### config.mk
export PLATFORM = sky130hd
export DESIGN_NAME = vga_sync_rx
export DESIGN_NICKNAME = d
export VERILOG_FILES = /design/src/rtl/vga_timing_pkg.sv /design/src/rtl/vga_sync_in.sv /design/src/rtl/vga_sync_rx.sv
export SDC_FILE = /design/constraint.sdc
export NUM_CORES = 1
export LEC_CHECK = 0
export BUFFER_PORTS_ARGS = -buffer_cell sky130_fd_sc_hd__buf_2
export CAP_MARGIN = 40
export CELL_PAD_IN_SITES_DETAIL_PLACEMENT = 0
export CELL_PAD_IN_SITES_GLOBAL_PLACEMENT = 2
export CORE_AREA = 2 2 114 116
export DETAILED_ROUTE_END_ITERATION = 8
export DIE_AREA = 0 0 116 118
export PLACE_DENSITY_LB_ADDON = 0.12
export SYNTH_ARGS = -nofsm -noshare
export SYNTH_HDL_FRONTEND = slang
export SYNTH_SLANG_ARGS = --single-unit
### constraint.sdc
create_clock -name clk -period 2.39 [get_ports clk]
set_input_delay 0.478 -clock clk [delete_from_list [all_inputs] [get_ports clk]]
set_output_delay 0.478 -clock clk [all_outputs]
set_load 0.1 [all_outputs]
### src/rtl/vga_timing_pkg.sv
// Shared 640x480@60 timing constants, counter type and sync-receiver FSM states.
// Used by both the VGA timing generator and the sync receiver.
package vga_timing_pkg;

    localparam int DEF_H_SYNC = 96;
    localparam int DEF_H_BP   = 48;
    localparam int DEF_H_ACT  = 640;
    localparam int DEF_H_FP   = 16;
    localparam int DEF_V_SYNC = 2;
    localparam int DEF_V_BP   = 33;
    localparam int DEF_V_ACT  = 480;
    localparam int DEF_V_FP   = 10;

    localparam int H_TOT = DEF_H_SYNC + DEF_H_BP + DEF_H_ACT + DEF_H_FP;
    localparam int V_TOT = DEF_V_SYNC + DEF_V_BP + DEF_V_ACT + DEF_V_FP;

    localparam int CNT_W = 10;
    typedef logic [CNT_W-1:0] cnt_t;
    localparam cnt_t CNT_MAX = '1;

    typedef enum logic [1:0] {
        SEARCH  = 2'd0,
        MEASURE = 2'd1,
        LOCKED  = 2'd2
    } sync_state_e;

    // Increment that sticks at all-ones so a lost sync cannot wrap back into range.
    function automatic cnt_t sat_inc(input cnt_t v);
        return (v == CNT_MAX) ? v : v + cnt_t'(1);
    endfunction

endpackage

### src/rtl/vga_sync_in.sv
// Two-flop synchronizer for an idle-high async sync pin, plus falling-edge flag.
// Latency: fall is high for one cycle, consumed at the 3rd edge after the pin drops; no backpressure.
module vga_sync_in (
    input  logic clk,
    input  logic rst_n,
    input  logic pin,
    output logic fall
);

    logic meta_q, meta_d;
    logic sync_q, sync_d;
    logic prev_q, prev_d;

    always_comb begin
        meta_d = pin;
        sync_d = meta_q;
        prev_d = sync_q;
    end

    always_ff @(posedge clk or negedge rst_n) begin
        if (!rst_n) begin
            meta_q <= 1'b1;
            sync_q <= 1'b1;
            prev_q <= 1'b1;
        end else begin
            meta_q <= meta_d;
            sync_q <= sync_d;
            prev_q <= prev_d;
        end
    end

    assign fall = prev_q & ~sync_q;

endmodule

### src/rtl/vga_sync_rx.sv
// Recovers pixel position from external hsync/vsync, measures line/frame length and locks.
// Latency: 3 cycles pin-to-counter, 1 more to de/xpos/ypos; free-running stream, no backpressure.
module vga_sync_rx
    import vga_timing_pkg::*;
#(
    parameter int H_SYNC      = DEF_H_SYNC,
    parameter int H_BP        = DEF_H_BP,
    parameter int H_ACT       = DEF_H_ACT,
    parameter int H_FP        = DEF_H_FP,
    parameter int V_SYNC      = DEF_V_SYNC,
    parameter int V_BP        = DEF_V_BP,
    parameter int V_ACT       = DEF_V_ACT,
    parameter int V_FP        = DEF_V_FP,
    parameter int LOCK_FRAMES = 2
) (
    input  logic       clk,
    input  logic       rst_n,
    input  logic       hsync_in,
    input  logic       vsync_in,
    output logic [9:0] xpos,
    output logic [9:0] ypos,
    output logic       de,
    output logic       frame_start,
    output logic       locked,
    output logic       timing_err,
    output logic [9:0] h_meas,
    output logic [9:0] v_meas
);

    localparam cnt_t LINE_TOT  = cnt_t'(H_SYNC + H_BP + H_ACT + H_FP);
    localparam cnt_t FRAME_TOT = cnt_t'(V_SYNC + V_BP + V_ACT + V_FP);
    localparam cnt_t X_FIRST   = cnt_t'(H_SYNC + H_BP);
    localparam cnt_t X_LAST    = cnt_t'(H_SYNC + H_BP + H_ACT - 1);
    localparam cnt_t Y_FIRST   = cnt_t'(V_SYNC + V_BP);
    localparam cnt_t Y_LAST    = cnt_t'(V_SYNC + V_BP + V_ACT - 1);
    localparam logic [7:0] LOCK_TGT = 8'(LOCK_FRAMES);

    logic h_fall, v_fall;

    vga_sync_in u_hsync (.clk(clk), .rst_n(rst_n), .pin(hsync_in), .fall(h_fall));
    vga_sync_in u_vsync (.clk(clk), .rst_n(rst_n), .pin(vsync_in), .fall(v_fall));

    cnt_t        hcnt_q, hcnt_d, vcnt_q, vcnt_d;
    cnt_t        h_meas_q, h_meas_d, v_meas_q, v_meas_d;
    logic        seen_h_q, seen_h_d, seen_v_q, seen_v_d;
    sync_state_e state_q, state_d;
    logic [7:0]  good_q, good_d;
    logic        line_bad_q, line_bad_d;
    logic        locked_q, locked_d;
    logic        terr_q, terr_d;
    logic        fs_q, fs_d;
    logic        de_q, de_d;
    cnt_t        xpos_q, xpos_d, ypos_q, ypos_d;

    logic h_err, v_err, h_sat, v_sat, line_err;

    // First edge after reset only arms measurement; the partial period before it is discarded.
    always_comb begin
        h_err    = h_fall && seen_h_q && (sat_inc(hcnt_q) != LINE_TOT);
        v_err    = v_fall && seen_v_q && (sat_inc(vcnt_q) != FRAME_TOT);
        h_sat    = !h_fall && (hcnt_q == CNT_MAX - cnt_t'(1));
        v_sat    = !v_fall && h_fall && (vcnt_q == CNT_MAX - cnt_t'(1));
        line_err = h_err || h_sat || v_sat;
    end

    always_comb begin
        hcnt_d   = h_fall ? '0 : sat_inc(hcnt_q);
        h_meas_d = (h_fall && seen_h_q) ? sat_inc(hcnt_q) : h_meas_q;
        seen_h_d = seen_h_q || h_fall;
        vcnt_d   = vcnt_q;
        if (v_fall) begin
            vcnt_d = '0;
        end else if (h_fall) begin
            vcnt_d = sat_inc(vcnt_q);
        end
        v_meas_d = (v_fall && seen_v_q) ? sat_inc(vcnt_q) : v_meas_q;
        seen_v_d = seen_v_q || v_fall;
    end

    always_comb begin
        state_d    = state_q;
        good_d     = good_q;
        line_bad_d = line_bad_q;
        unique case (state_q)
            SEARCH: begin
                if (v_fall) begin
                    state_d    = MEASURE;
                    good_d     = '0;
                    line_bad_d = 1'b0;
                end
            end
            MEASURE: begin
                if (line_err) begin
                    line_bad_d = 1'b1;
                end
                if (v_fall) begin
                    line_bad_d = 1'b0;
                    if (line_bad_q || line_err || v_err) begin
                        good_d = '0;
                    end else if (good_q + 8'd1 >= LOCK_TGT) begin
                        good_d  = '0;
                        state_d = LOCKED;
                    end else begin
                        good_d = good_q + 8'd1;
                    end
                end
            end
            LOCKED: begin
                if (line_err || v_err) begin
                    state_d = SEARCH;
                end
            end
            default: state_d = SEARCH;
        endcase
        locked_d = (state_d == LOCKED);
        terr_d   = (line_err || v_err) && (state_q != SEARCH);
        fs_d     = v_fall;
    end

    always_comb begin
        de_d = (state_q == LOCKED)
            && (hcnt_q >= X_FIRST) && (hcnt_q <= X_LAST)
            && (vcnt_q >= Y_FIRST) && (vcnt_q <= Y_LAST);
        xpos_d = de_d ? hcnt_q - X_FIRST : '0;
        ypos_d = de_d ? vcnt_q - Y_FIRST : '0;
    end

    always_ff @(posedge clk or negedge rst_n) begin
        if (!rst_n) begin
            hcnt_q     <= '0;
            vcnt_q     <= '0;
            h_meas_q   <= '0;
            v_meas_q   <= '0;
            seen_h_q   <= 1'b0;
            seen_v_q   <= 1'b0;
            state_q    <= SEARCH;
            good_q     <= '0;
            line_bad_q <= 1'b0;
            locked_q   <= 1'b0;
            terr_q     <= 1'b0;
            fs_q       <= 1'b0;
            de_q       <= 1'b0;
            xpos_q     <= '0;
            ypos_q     <= '0;
        end else begin
            hcnt_q     <= hcnt_d;
            vcnt_q     <= vcnt_d;
            h_meas_q   <= h_meas_d;
            v_meas_q   <= v_meas_d;
            seen_h_q   <= seen_h_d;
            seen_v_q   <= seen_v_d;
            state_q    <= state_d;
            good_q     <= good_d;
            line_bad_q <= line_bad_d;
            locked_q   <= locked_d;
            terr_q     <= terr_d;
            fs_q       <= fs_d;
            de_q       <= de_d;
            xpos_q     <= xpos_d;
            ypos_q     <= ypos_d;
        end
    end

    assign xpos        = xpos_q;
    assign ypos        = ypos_q;
    assign de          = de_q;
    assign frame_start = fs_q;
    assign locked      = locked_q;
    assign timing_err  = terr_q;
    assign h_meas      = h_meas_q;
    assign v_meas      = v_meas_q;

endmodule

# After elaboration in Yosys (flattened, before gate mapping)
# Index checks and enable logic that the tools add are counted.
# totals
inputBits	4
reg_bits	83
word_cells	96
# op_classes
order_cmp	5
eq_ne	12
n_addsub	5
mux	22
reduce_logical	27
bitwise	4
# ops
op	n
10-bit 2-to-1 mux	7
10-bit equality test, second input constant	4
8-bit 2-to-1 mux	4
10-bit by 1-bit adder with 10-bit output, second input constant	2
10-bit <= comparator, second input constant	2
10-bit != test, second input constant	2
8-bit case mux with 2 select lines	1
1-bit logical AND	12
10-bit by 6-bit >= comparator with 1-bit output, second input constant	1
10-bit by 8-bit >= comparator with 1-bit output, second input constant	1
2-bit 2-to-1 mux	5
10-bit by 6-bit subtractor with 10-bit output, second input constant	1
10-bit by 8-bit subtractor with 10-bit output, second input constant	1
8-bit by 1-bit adder with 8-bit output, second input constant	1
8-bit by 2-bit >= comparator with 1-bit output, second input constant	1
1-bit logical OR	7
2-bit case mux with 3 select lines	1
3-bit AND reduction	2
2-bit nonzero test	3
2-bit equality test, second input constant	2
2-bit != test, second input constant	2
1-bit 2-to-1 mux	3
3-bit != test, second input constant	1
1-bit bitwise AND	2
5 further kinds	7

# Depth between registers and ports, before layout
# logic_depth
ltp_word	12
ltp_mapped	10
depth_no_buf	8

# By module
# Synthesis repeated with hierarchy kept, for this count alone.
# unflattened
cells_unflattened	405
area_unflattened_um2	4065.1
# by_module_without_submodules
module	area_per_inst_um2	cells_per_inst	n_inst	seq_area_each_um2
vga_sync_rx	3880.0	397	1	1926.8
vga_sync_in	92.6	4	2	78.8

# Worst setup path before layout
# Ideal clock, no wire load.
# synth_timing
path_kind	register to register
from	reg vcnt_q[1]
to	reg good_q[0]
setup_ps	66
setup_slack_ps	29
path_stages_with_launch	10
arrival_time_ps	2295
n_path_buf	2
cell_sequence	dfrtp_1 -> ha_1 -> clkbuf_1 -> and3_1 -> clkbuf_1 -> mux2i_1 -> a31oi_1 -> o41ai_1 -> and3_1 -> a22o_1
# synth_between
elab_chain_cells	8
word_cells_on_any_way	13
cone_classes	add/sub: 1; eq/ne: 3; mux: 4; reduce/logical: 5
# synth_rtl
element	line_no	source
from (decl)	vga_sync_rx.sv:43	cnt_t hcnt_q, hcnt_d, vcnt_q, vcnt_d;
from (signal assigned)	vga_sync_rx.sv:147	vcnt_q <= vcnt_d;
10-bit by 1-bit adder with 10-bit output, or another cell as far along	vga_timing_pkg.sv:29	return (v == CNT_MAX) ? v : v + cnt_t'(1);
10-bit 2-to-1 mux or 1-bit logical AND (tied branches)	vga_timing_pkg.sv:29, vga_sync_rx.sv:62	
10-bit != test or 1-bit logical OR (tied branches)	vga_sync_rx.sv:60, vga_sync_rx.sv:63	
1-bit logical AND or 1-bit logical OR (tied branches)	vga_sync_rx.sv:60, vga_sync_rx.sv:98	
1-bit logical OR *	vga_sync_rx.sv:98	if (line_bad_q || line_err || v_err) begin
8-bit 2-to-1 mux *	vga_sync_rx.sv:98	
8-bit 2-to-1 mux *	vga_sync_rx.sv:96	if (v_fall) begin
8-bit case mux with 2 select lines *	vga_sync_rx.sv:84	unique case (state_q)
to (signal assigned)	vga_sync_rx.sv:153	good_q <= good_d;
to (decl)	vga_sync_rx.sv:47	logic [7:0] good_q, good_d;
# Mark *: on every way between the ends. The rest lies on a longest branch, timed or not. The select of a mux whose other input is x is not followed.
# A chain may end at the register's enable or synchronous reset.

# Worst setup path after layout
# layout_timing
from	reg u_vsync.sync_q, in the netlist u_vsync.prev_d
to	reg state_q[0]
# layout_between
elab_chain_cells	11
word_cells_on_any_way	16
cone_classes	mux: 5; bitwise: 2; reduce/logical: 9
# layout_rtl
element	line_no	source
from (decl)	vga_sync_in.sv:11	logic sync_q, sync_d;
from (signal assigned)	vga_sync_in.sv:27	sync_q <= sync_d;
1-bit NOT *	vga_sync_in.sv:32	assign fall = prev_q & ~sync_q;
1-bit bitwise AND *	vga_sync_in.sv:32	
1-bit zero test	vga_sync_rx.sv:62	v_sat = !v_fall && h_fall && (vcnt_q == CNT_MAX - cnt_t'(1));
1-bit logical AND (2 in series)	vga_sync_rx.sv:62	
1-bit logical OR	vga_sync_rx.sv:63	line_err = h_err || h_sat || v_sat;
1-bit logical OR (2 in series)	vga_sync_rx.sv:98	
2-bit 2-to-1 mux	vga_sync_rx.sv:98	
2-bit 2-to-1 mux	vga_sync_rx.sv:96	
2-bit case mux with 3 select lines *	vga_sync_rx.sv:84	
net state_d[0]	vga_sync_rx.sv:46	sync_state_e state_q, state_d;
to (signal assigned)	vga_sync_rx.sv:152	state_q <= state_d;
to (decl)	vga_sync_rx.sv:46	
# The timed path passes the listed nets; every way through them passes the cells marked *.

==> results.md <==
* Top-count cell post-synth: dfrtp_1
* Final setup fails at 0
* CTS Hold Bufs at 0
* Peak supply drop at between 0.0007 and 0.0008 V
* Hold Slack at about 0.11 ns
* Reg2Reg Setup Slack at roughly 0.14 ns
* Ys Warns at 0
* GRT Util Overall at 0.165
* Worst Clk Skew at roughly 0.0065 ns
* Pwr/cell area at between 800 and 900 mW/mm²
* Met2 Resource Use GR at 0.260
* Starting Density at 0.322
* Final nets at 506
* Post-synth ARST share at 1.00
* PortBufs at between 40 and 50
* Layout cells sized above 1 at 0.244
* Post-synth cell types at just under 50
* Dpl hpwl at roughly 7.6 mm
* Max-slew violations at 0
* CTS Sinks at 83
* Hold Vio Cnt, Final at 0
* Clk slew on worst S/H paths at 0.06 ns
* Worst reg2reg startpoint: u_vsync.prev_d
* Post-Syn Area at approximately 0.0040 mm²
* Worst skew pair latency at between 0.3 and 0.4 ns
* CTS Root Cell: clkbuf_16
* Via-to-Cell Ratio at about 4.8
* Vias at 3181
* First-pass GRT wire length at roughly 17 mm
* Main synth FF type: dfrtp_1
* Largest net degree at the start of global routing at 46
* CP Max Fanout at 5
* Initial DRC Count at about 150
* Worst path required time at 2.63 ns
* GR Util met1 at 0.222
* Final Util at 0.404
* Seq/Total Area, Yosys at 0.521
* Crit path kind: reg2reg
* Ranking of synthesized cells by area: dfrtp_1, nor2_1, dfstp_2, nand2_1, o21ai_0
* M3 GR Usage at 0.0396
* Yosys top cell by area: dfrtp_1
* DR WL/cell at approximately 15 µm
* Global route overflow at 0
* Drt total wl at about 10 mm
* Syn_nets at ~430
* Reg area at ~0.0021 mm²
* Final min period at between 2 and 2.5 ns
* H-tree Lvls at 3
* Num ports at 48
* Post-synth EDFFs at 0
* MaxCap Viol Count at 0
* Gate Count Post-Synth at approximately 420
* CP max-delay cell: or4b_2
* Overall die width at 116 µm
* Outcome: complete, no violations
* First-pass iteration count of the detailed router at 4
* Tightest Pin Transition at around 0.53 ns
* DRC Markers at 0
* Vias in the first global route at about 3300
* CTS Buf Count at 9
* CTS tree: done
* Gpl congestion at slightly above 0.8
* Max transition margin at 0.645
* CP Capture Type: flip-flop
* Crit Reg-Reg Endpoint: state_q[0]
* Synthesis-to-layout area growth at 25.3%
* CTS max path bufs at 2
* Antenna violations before repair at 0
* CP Buf/Inv Count at 1
* Min-delay worst type: in2async
* CP arrival at about 2.5 ns
* Type of origin of the critical path: flip-flop
* Multi-input logic area at between 0.0015 and 0.002 mm²
* Synth top cells by count: dfrtp_1, nor2_1, nand2_1
* Die area at ~0.014 mm²
* ANT nets after route at 0
* Filler cell count in the final layout at about 1300
* Synthesized flop and latch total at 83
* Busiest layer in global routing: met2
* Syn avg cell area at between 9 and 10 µm²
* Cell chain of the critical path: nand2b_1 -> inv_1 -> or4b_2 -> o22ai_1 -> or4_4 -> o31ai_4 -> a311oi_1
* Fin crit share at 0.943
* Fmax at between 400 and 500 MHz
* Die Height at around 120 µm
* Critical Path Max Stage Delay at approximately 0.66 ns
* R2R depth at 7
* Yosys top cell area share at 0.482
* Row cnt at a little over 40
* CP delay by family, top: simple AND/OR/NAND/NOR gates
* Leak pwr at 2.40 nW
* Core area at 0.0124 mm²
* Number of diodes at 0
cell type report:
type / instances / share of cell area
timing repair buffer: 89 / 0.113
inverter: 14 / 0.0105
tap: 172 / 0.0429
clock buffer: 12 / 0.0492
clock inverter: 4 / 0.0147
sequential: 83 / 0.416
multi-input combinational: 294 / 0.354
per-layer routing:
metal  wire length, µm  share of wire
met1              5030           0.49
met5                 0              0
met2              4810           0.47
met3               344          0.033
met4               148          0.014
kinds of logic (layout without fill, tap and decap cells):
group	after synthesis	after routing	synth area share
buf+inv	42	119	0.0422
compound gates	71	71	0.115
xor+xnor	20	20	0.0438
fa+ha+maj	11	11	0.0344
simple gates	186	186	0.228
mux	6	6	0.0150
flops	83	83	0.521
registers in the layout, indices dropped and copies added (netlist names), 2 cells and up:
register,count
v_meas,10
xpos,10
hcnt_q,10
vcnt_q,10
state_q,2
good_q,8
h_meas,10
ypos,10
per-stage QoR:
step	setup TNS (ns)	setup WS, ns	cells	cell area [µm²]	power, W
final	0	0.136	668	5010	0.00404
after global routing	-0.00224	-0.00224	668	5010	0.00424
after CTS	0	0.0795	668	4990	0.00409
after detailed placement	0	0.0969	652	4670	0.00256
after global placement	0	0.122	652	4670	0.00256
after floorplan	0	0.0290	419	4000	0.00228
layout by cell type (no fill, tap or decap), drive strengths merged, types with 5 or more instances in the layout:
| cell type | instances |
|---|---|
| buf | 89 |
| dfstp | 6 |
| o31ai | 5 |
| clkbuf | 12 |
| nand2b | 8 |
| and2 | 10 |
| nand2 | 42 |
| nor2 | 56 |
| dfrtp | 77 |
| xnor2 | 16 |
| o21ai | 29 |
| and3 | 11 |
| a21oi | 10 |
| nand3 | 19 |
| nor2b | 5 |
| inv | 14 |
| mux2i | 6 |
| ha | 11 |
| a31oi | 5 |
| nand4 | 7 |
| nor3 | 15 |
power breakdown:
group	total, W	internal, W	switching (W)
logic	0.000934	0.000242	0.000692
clock network	0.00151	0.000945	0.000569
registers	0.00159	0.00151	0.0000798
total	0.00404	0.00270	0.00134
worst reg2reg max path: cells and delay by family (launching register included):
| kind | cells | cell delay [ns] |
|---|---|---|
| simple gates | 3 | 0.97 |
| compound gates | 3 | 0.59 |
| flops | 1 | 0.53 |
| buf+inv | 1 | 0.05 |
how the worst max path moves through the flow:
stage | endpoint | slack, ns | from | cells past startpoint
final | state_q[0] | 0.14 | u_vsync.prev_d | 7
after global placement | ypos[5] | 0.12 | hcnt_q[5] | 8
after detailed placement | line_bad_q | 0.1 | hcnt_q[5] | 7
after floorplan | good_q[0] | 0.03 | vcnt_q[1] | 9
after global routing | state_q[0] | -0.002 | hcnt_q[5] | 7
after CTS | line_bad_q | 0.08 | hcnt_q[5] | 7
what timing repair did:
action	CTS	global route
setup endpoints to repair	0	3
buffers inserted	0	0
resized for setup	0	4
(Power assumes the default switching activity.)
